**src/rtl/ms_router_nxm.sv**
```systemverilog
// ms_router_nxm: N-master to M-slave req/ack/resp crossbar; define MS_ROUTER_DECERR_EN to add an error slave for out-of-range addresses
module ms_router_nxm #(
  parameter int N_MST      = 2,
  parameter int N_SLV      = 4,
  parameter int DATA_WIDTH = 32,
  parameter int ADDR_WIDTH = 32,
  parameter int SEL_W      = $clog2(N_SLV)
) (
  input  logic                          clk,
  input  logic                          rst,
  input  logic [N_MST-1:0]              m_req,
  input  logic [N_MST*ADDR_WIDTH-1:0]   m_addr,
  input  logic [N_MST-1:0]              m_cmd,
  input  logic [N_MST*DATA_WIDTH-1:0]   m_wdata,
  output logic [N_MST-1:0]              m_ack,
  output logic [N_MST*DATA_WIDTH-1:0]   m_rdata,
  output logic [N_MST-1:0]              m_resp,
  output logic [N_SLV-1:0]              s_req,
  output logic [N_SLV*ADDR_WIDTH-1:0]   s_addr,
  output logic [N_SLV-1:0]              s_cmd,
  output logic [N_SLV*DATA_WIDTH-1:0]   s_wdata,
  input  logic [N_SLV-1:0]              s_ack,
  input  logic [N_SLV*DATA_WIDTH-1:0]   s_rdata,
  input  logic [N_SLV-1:0]              s_resp
);
  localparam int MW = $clog2(N_MST);
  localparam int CW = $clog2(N_MST + 1);
  typedef enum logic {IDLE, LOCKED} arb_t;
  arb_t             st_q   [N_SLV];
  arb_t             st_d   [N_SLV];
  logic [MW-1:0]    gnt_q  [N_SLV];
  logic [MW-1:0]    gnt_d  [N_SLV];
  logic [MW-1:0]    rr_q   [N_SLV];
  logic [MW-1:0]    rr_d   [N_SLV];
  logic [MW-1:0]    fifo_q [N_SLV][N_MST];
  logic [MW-1:0]    wp_q   [N_SLV];
  logic [MW-1:0]    rp_q   [N_SLV];
  logic [CW-1:0]    cnt_q  [N_SLV];
  logic [SEL_W-1:0] psel_q [N_MST];
  logic [SEL_W-1:0] psel_d [N_MST];
  logic [SEL_W-1:0] sel    [N_MST];
  logic [N_MST-1:0] pend_q, pend_d;
  logic [N_SLV-1:0] push, pop;
`ifdef MS_ROUTER_DECERR_EN
  typedef enum logic [1:0] {E_IDLE, E_ACK, E_RESP} err_t;
  err_t          est_q, est_d;
  logic [MW-1:0] eg_q, eg_d, err_q, err_d;
`endif

  function automatic logic [MW-1:0] wrap(input logic [MW-1:0] b, input int k);
    logic [MW:0] s;
    s = {1'b0, b} + (MW+1)'(k);
    return (s >= (MW+1)'(N_MST)) ? MW'(s - (MW+1)'(N_MST)) : s[MW-1:0];
  endfunction

  // slave-select field of each master's address
  always_comb begin
    for (int i = 0; i < N_MST; i++) sel[i] = m_addr[i*ADDR_WIDTH+ADDR_WIDTH-1 -: SEL_W];
  end

  // per-slave round-robin arbitration, forwarding, read-id tracking and response routing
  always_comb begin
    logic [MW-1:0] g, id, idx;
    logic          any, act;
    m_ack   = '0;
    m_resp  = '0;
    m_rdata = '0;
    s_req   = '0;
    s_addr  = '0;
    s_cmd   = '0;
    s_wdata = '0;
    st_d    = st_q;
    gnt_d   = gnt_q;
    rr_d    = rr_q;
    pend_d  = pend_q;
    psel_d  = psel_q;
    push    = '0;
    pop     = '0;
    g       = '0;
    id      = '0;
    idx     = '0;
    any     = 1'b0;
    act     = 1'b0;
    for (int j = 0; j < N_SLV; j++) begin
      any = 1'b0;
      g   = gnt_q[j];
      for (int k = N_MST - 1; k >= 0; k--) begin
        idx = wrap(rr_q[j], k);
        if (m_req[idx] && sel[idx] == SEL_W'(j) &&
            (m_cmd[idx] || (!pend_q[idx] && cnt_q[j] != CW'(N_MST)))) begin
          any = 1'b1;
          g   = (st_q[j] == IDLE) ? idx : gnt_q[j];
        end
      end
      act      = (st_q[j] == IDLE) ? any : m_req[g];
      gnt_d[j] = g;
      s_req[j] = act;
      if (act) begin
        s_addr[j*ADDR_WIDTH +: ADDR_WIDTH]  = m_addr[g*ADDR_WIDTH +: ADDR_WIDTH];
        s_wdata[j*DATA_WIDTH +: DATA_WIDTH] = m_wdata[g*DATA_WIDTH +: DATA_WIDTH];
        s_cmd[j] = m_cmd[g];
      end
      st_d[j] = (act && !s_ack[j]) ? LOCKED : IDLE;
      if (s_resp[j] && cnt_q[j] != '0) begin
        pop[j] = 1'b1;
        id     = fifo_q[j][rp_q[j]];
        m_resp[id] = 1'b1;
        m_rdata[id*DATA_WIDTH +: DATA_WIDTH] = s_rdata[j*DATA_WIDTH +: DATA_WIDTH];
        if (psel_q[id] == SEL_W'(j)) pend_d[id] = 1'b0;
      end
      if (act && s_ack[j]) begin
        m_ack[g] = 1'b1;
        rr_d[j]  = wrap(g, 1);
        if (!m_cmd[g]) begin
          push[j]   = 1'b1;
          pend_d[g] = 1'b1;
          psel_d[g] = SEL_W'(j);
        end
      end
    end
`ifdef MS_ROUTER_DECERR_EN
    est_d = est_q;
    eg_d  = eg_q;
    err_d = err_q;
    any   = 1'b0;
    g     = eg_q;
    for (int k = N_MST - 1; k >= 0; k--) begin
      idx = wrap(err_q, k);
      if (m_req[idx] && {1'b0, sel[idx]} >= (SEL_W+1)'(N_SLV) && (m_cmd[idx] || !pend_q[idx])) begin
        any = 1'b1;
        g   = idx;
      end
    end
    if (est_q == E_IDLE && any) begin
      est_d = E_ACK;
      eg_d  = g;
    end
    if (est_q == E_ACK) begin
      est_d = (m_req[eg_q] && !m_cmd[eg_q]) ? E_RESP : E_IDLE;
      if (m_req[eg_q]) begin
        m_ack[eg_q] = 1'b1;
        err_d       = wrap(eg_q, 1);
        pend_d[eg_q] = pend_d[eg_q] | !m_cmd[eg_q];
      end
    end
    if (est_q == E_RESP) begin
      est_d        = E_IDLE;
      m_resp[eg_q] = 1'b1;
      m_rdata[eg_q*DATA_WIDTH +: DATA_WIDTH] = '1;
      pend_d[eg_q] = 1'b0;
    end
`endif
    if (rst) begin
      m_ack   = '0;
      m_resp  = '0;
      m_rdata = '0;
      s_req   = '0;
      s_addr  = '0;
      s_cmd   = '0;
      s_wdata = '0;
    end
  end

  // arbiter state, pointers, pending flags and id-fifo occupancy
  always_ff @(posedge clk or posedge rst) begin
    if (rst) begin
      st_q   <= '{default: IDLE};
      gnt_q  <= '{default: '0};
      rr_q   <= '{default: '0};
      wp_q   <= '{default: '0};
      rp_q   <= '{default: '0};
      cnt_q  <= '{default: '0};
      psel_q <= '{default: '0};
      pend_q <= '0;
    end else begin
      st_q   <= st_d;
      gnt_q  <= gnt_d;
      rr_q   <= rr_d;
      psel_q <= psel_d;
      pend_q <= pend_d;
      for (int j = 0; j < N_SLV; j++) begin
        if (push[j]) wp_q[j] <= wrap(wp_q[j], 1);
        if (pop[j]) rp_q[j] <= wrap(rp_q[j], 1);
        cnt_q[j] <= cnt_q[j] + CW'(push[j]) - CW'(pop[j]);
      end
    end
  end

  // id-fifo storage; validity is carried by the occupancy counters
  always_ff @(posedge clk) begin
    for (int j = 0; j < N_SLV; j++) if (push[j]) fifo_q[j][wp_q[j]] <= gnt_d[j];
  end

`ifdef MS_ROUTER_DECERR_EN
  // error-slave state: accept one cycle after request, read response one cycle after accept
  always_ff @(posedge clk or posedge rst) begin
    if (rst) begin
      est_q <= E_IDLE;
      eg_q  <= '0;
      err_q <= '0;
    end else begin
      est_q <= est_d;
      eg_q  <= eg_d;
      err_q <= err_d;
    end
  end
`endif
endmodule

```
**config.mk**
```make
export PLATFORM = sky130hd
export DESIGN_NAME = ms_router_nxm
export DESIGN_NICKNAME = d
export VERILOG_FILES = /design/src/rtl/ms_router_nxm.sv
export SDC_FILE = /design/constraint.sdc
export NUM_CORES = 1
export LEC_CHECK = 0
export ABC_AREA = 0
export CORE_AREA = 3 3 233 235
export DETAILED_ROUTE_END_ITERATION = 8
export DIE_AREA = 0 0 236 238
export GPL_TIMING_DRIVEN = 0
export PLACE_DENSITY = 0.44
export SYNTH_ARGS = -nofsm -noshare
export SYNTH_HDL_FRONTEND = slang
export SYNTH_SLANG_ARGS = --single-unit
```
**constraint.sdc**
```tcl
create_clock -name clk -period 3.5 [get_ports clk]
set_clock_uncertainty 0.15 [all_clocks]
set_input_delay 0.7 -clock clk [delete_from_list [all_inputs] [get_ports clk]]
set_output_delay 0.7 -clock clk [all_outputs]
set_load 0.03 [all_outputs]
```
======== After elaboration in Yosys (flattened, before gate mapping) ========
Memories as Yosys holds them, arrays and structs flattened.
Index checks and enable logic that the tools add are counted.
word-level totals
  memory bits (writable) .................. 8
  output and inout bits ................... 332
  flip-flop bits (word level) ............. 34
  logic and storage cells ................. 586
  memories ................................ 1
cells by class
  reductions and logical operators ........ 79
  muxes and demuxes ....................... 274
  shift-type cells ........................ 16
  equality and inequality tests ........... 13
  bitwise operators ....................... 52
  magnitude comparators ................... 76
  add/subtract/negate cells ............... 48
memory list
  memory  words  width  rd ports  clocked after Yosys merged registers in  write ports  RTL line  source
  fifo_q  4      2      4         0                                        4            35        logic [MW-1:0] fifo_q [N_SLV][N_MST];
operator list
  operator                    count
  $shiftx A64 B7 Y32          8
  $mux W64                    5
  $mux W128                   2
  $mux W32                    8
  $shift A32 B34 Y64 const A  4
  $shiftx A32 B34 Y64         4
  $bwmux W64                  3
  $mux W1                     160
  $mux W2                     70
  $neg A6 Y34                 4
  $ge A2 B2 Y1 const B        40
  $and A64 B64 Y64            1
  $logic_and A1 B1 Y1         52
  $not A1 Y2                  24
  $mux W4                     10
  $add A1 B1 Y2 const B       16
  $lt A1 B2 Y1 const B        16
  $or A2 B2 Y2                12
  $sub A1 B1 Y1 const B       20
  $lt A2 B1 Y1 const B        8
  $and A2 B2 Y2               6
  $demux W1 S1                12
  $eq A2 B2 Y1 const B        6
  $logic_not A1 Y1            12
  14 further kinds            55

======== Logic depth before layout (Yosys ltp) ========
  word-level depth ........................ 37
  gate-level depth with buffers ........... 14
  mapped depth without buffers ............ 13

======== Worst setup path after synthesis ========
No wires, ideal clock.
  path kind ............................... in2out
  start point ............................. input s_resp[1]
  end point ............................... output m_rdata[4]
  slack ................................... 0.051 ns
  arrival ................................. 2.599 ns
  cell stages on the path ................. 6
  required time ........................... 2.650 ns
  path through ............................ o21ai_0 nor2_1 buf_2 nor2_1 a31oi_1 nor2b_1
between the ends
  word-level cells in the longest chain between the ends .. 7
RTL lines
  element                  RTL line  source
  start: declaration       24        input logic [N_SLV-1:0] s_resp
  $logic_and A1 B1 Y1 (*)  104       if (s_resp[j] && cnt_q[j] != '0) begin
  $mux W64 (*)             104
  $bwmux W64               108       m_rdata[id*DATA_WIDTH +: DATA_WIDTH] = s_rdata[j*DATA_WIDTH +: DATA_WIDTH];
  $mux W64 (*)             104
  $bwmux W64               108
  $mux W64 (*)             104
  $mux W64 (*)             153       if (rst) begin
  end: declaration         16        output logic [N_MST*DATA_WIDTH-1:0] m_rdata,
Mark *: on every way between the ends. The rest lies on a longest branch, timed or not.

======== Worst setup path after layout ========
  start point ............................. input m_addr[63]
  end point ............................... output s_req[2]
between the ends
  word-level cells in the longest chain between the ends .. 12
RTL lines
  element                                      RTL line  source
  start: declaration                           12        input logic [N_MST*ADDR_WIDTH-1:0] m_addr,
  $mux W2 (not written as such) (3 in series)  89        if (m_req[idx] && sel[idx] == SEL_W'(j) &&
  $eq A2 B2 Y1                                 89
  $logic_and A1 B1 Y1 (2 in series)            89
  $mux W1 (2 in series)                        89
  $mux W1 (not written as such) (2 in series)  95        act = (st_q[j] == IDLE) ? any : m_req[g];
  $mux W1 (*)                                  95
  $mux W4 (*)                                  153
  end: declaration                             18        output logic [N_SLV-1:0] s_req,
Mark *: on every way between the ends. The rest lies on a longest branch, timed or not. The select of a mux whose other input is x is not followed.

==> flow_metrics.env <==
export IMPL_fin_total_pwr_w=0.009623
export IMPL_synth_fa_ha_area_frac=0.01254
export IMPL_syn_nets=1716
export IMPL_die_x_um=236
export IMPL_rsz0062_at_grt="yes"
export IMPL_die_y_um=238
export IMPL_synth_cells=1438
export IMPL_yosysTopAreaCellShare=0.2497
export IMPL_drtPass1Iterations=5
export IMPL_most_common_layout_cells="nand2_1, a21oi_1, clkdlybuf4s50_1"
export IMPL_h_tree_depth=2
export IMPL_p_comb_frac=0.857
export IMPL_drtAntennaViolNets=0
export IMPL_period_needed_ns=3.473
export IMPL_final_common_cell="nand2_1"
export IMPL_cts_tree="done"
export IMPL_drive_above_1_share=0.2929
export IMPL_cp_max_fo=10
export IMPL_vias=13549
export IMPL_area_delta_synth_final_pct=92.85
export IMPL_synth_xor_xnor_area_share=0.01755
export IMPL_wl_per_cell_um=24.62
export IMPL_hold_buffers=0
export IMPL_synth_top_family_by_area="simple AND/OR/NAND/NOR gates"
export IMPL_synth_seq_cells=42
export IMPL_ios=602
export IMPL_ir_drop_v=0.0002428
export IMPL_syn_cell_area_um2=7983
export IMPL_relSlewSlack=0.4977
export IMPL_seq_power_share=0.094
export IMPL_finalHoldViolations=0
export IMPL_antenna_found_initial=4
export IMPL_power_internal_w=0.003984
export IMPL_p_clk_frac=0.049
export IMPL_synthTopCellsByArea="nand2_1, a21oi_1, dfrtp_1"
export IMPL_p_leak_nw=6.870
export IMPL_synthSimpleGateAreaFrac=0.3668
export IMPL_grt_pass1_vias=13181
export IMPL_numCtsBuffers=5
export IMPL_synth_ff_type="dfrtp_1"
export IMPL_gp_congestion=0.9436
export IMPL_routed_wl_mm=68.14
export IMPL_power_density_nw_per_um2=625.1
export IMPL_grt_overflow=0
export IMPL_min_path_type="reg2reg"
export IMPL_worst_slack_ns=0.02748
export IMPL_setup_worst_path_class="in2out"
export IMPL_drt_iter0_drc=788
export IMPL_placementRows=84
export IMPL_worst_ep_required_time_ns=2.65
export IMPL_portBuffers=596
export IMPL_cts_sinks=42
export IMPL_nets=2356
export IMPL_post_route_util=0.2935
export IMPL_cap_viol_max_count=0
export IMPL_synth_warnings=0
export IMPL_worst_slew_pin_slew_ns=0.7535
export IMPL_placedInstanceArea_um2=14830
export IMPL_clk_latency_ns=0.28
export IMPL_via_per_inst=4.895
export IMPL_clockBufferDepth=2
export IMPL_design_core_area_um2=52450
export IMPL_fmax_mhz=288.0
export IMPL_worst_setup_path_end_kind="primary output"
export IMPL_dieArea_um2=56170
export IMPL_synth_edf_count=8
export IMPL_maxSlewViolCount=0
export IMPL_dpl_hpwl_mm=53.81
export IMPL_clockRootBuffer="clkbuf_16"
export IMPL_yosysUniqueCellTypes=57
export IMPL_status="complete, no violations"
export IMPL_start_util=0.1522
export IMPL_async_reset_ff_frac=0.8095
export IMPL_yosys_mux_area_fraction=0.01348
export IMPL_synth_compound_area_frac=0.3618
export IMPL_setup_viol=0
export IMPL_clk_pin_slew_ns=0.06
export IMPL_syn_area_per_cell_um2=5.551
export IMPL_fin_crit_sh=0.9921
export IMPL_yosysTopAreaCell="nand2_1"
export IMPL_swShare=0.5860
export IMPL_fin_area_um2=15390
export IMPL_drc=0
export IMPL_cp_arrival_ns=2.62
export IMPL_place_ws_ns=-1.612
export IMPL_cp_start_kind="input port"
export IMPL_grt_max_degree=29
export IMPL_grtUsageTotal=0.2238
export IMPL_power_switching_w=0.005640
export IMPL_ys_seq_area_frac=0.1367
export IMPL_grt_pass1_wl_mm=96.31
==> per-layer routing <==
layer,up-vias,global-route usage,share of wire
met5,-,0,0.00060
met4,6,0.02968,0.015
met3,69,0.05837,0.085
met2,669,0.4027,0.50
met1,6572,0.2743,0.40
li1,6233,-,-
==> final timing paths <==
path | start | end | slack (ns) | cells past startpoint
worst max-delay path | m_addr[63] | s_req[2] | 0.03 | 9
worst min-delay path | rp_q[0] | rp_q[0] | 0.33 | 1
worst max register to register | cnt_q[0] | cnt_q[1] | 0.23 | 14
worst min register to register | rp_q[0] | rp_q[0] | 0.33 | 1
max in group asynchronous | rst | cnt_q[5] | 2.61 | 3
min in group asynchronous | rst | pend_q[0] | 0.41 | 3
==> state kept, by name (all words and copies together) (netlist names) <==
register,cells
cnt_q,8
fifo_q,8
gnt_q,4
psel_q,4
rp_q,4
rr_q,4
st_q,4
wp_q,4
pend_q,2
==> logic make-up (layout without fill, tap and decap cells) <==
logic type	count (synthesis)	after routing
xor+xnor	16	16
flops	42	42
simple gates	722	722
mux	10	10
compound gates	477	477
fa+ha+maj	8	8
buf+inv	163	804
other cells	0	1
==> per-stage QoR <==
step	setup TNS, ns	instances	hold WS [ns]
3_5_place_dp	-419.15	2723	0.3244
5_1_grt	-0.1147	2767	0.3536
3_3_place_gp	-499.50	2722	0.3203
6_report	0	2768	0.3311
4_1_cts	-0.1286	2753	0.3369
2_1_floorplan	0	1438	0.3040
==> power groups by stage <==
stage / registers [W] / clock network, W / logic [W]
finish: 0.000906 / 0.000474 / 0.00824
global route: 0.000936 / 0.000503 / 0.00879
CTS: 0.000885 / 0.000489 / 0.00805
detailed placement: 0.000882 / 0 / 0.00748
global placement: 0.000879 / 0 / 0.00747
floorplan: 0.000843 / 0 / 0.00439
==> cells in the mapped netlist (23+ instances only) <==
cell type	n
nand2_1	531
a221oi_1	33
nor3_1	39
dfrtp_1	34
clkbuf_1	65
nor2_1	90
a22oi_1	31
inv_1	23
a211oi_1	32
o22ai_1	33
buf_2	47
a21oi_1	293
==> critical path: stages <==
cell and delay, ns:
buf_8 0.13, nand2_4 0.08, o41ai_4 0.40, mux2_4 0.35, o31ai_1 0.09, nand2b_4 0.27
buf_6 0.19, inv_1 0.05, dlygate4sd2_1 0.35
==> what timing repair did <==
item,in CTS,in global routing
pin swaps,14,12
resized for setup,1842,176
hold endpoints to repair,0,0
buffers inserted,20,12
cloned,3,4
endpoints found under the setup margin,338,312
==> layout make-up <==
type,count,area (um2)
Fill cell,5893,37050
Multi-Input combinational cell,1233,6660
Timing Repair Buffer,636,5309
Buffer,134,1216
Sequential cell,42,1091
Tap cell,688,860.8
Clock buffer,7,142.6
Inverter,26,107.6
Clock inverter,1,5.005
Antenna cell,1,2.502
(Power assumes the default switching activity.)
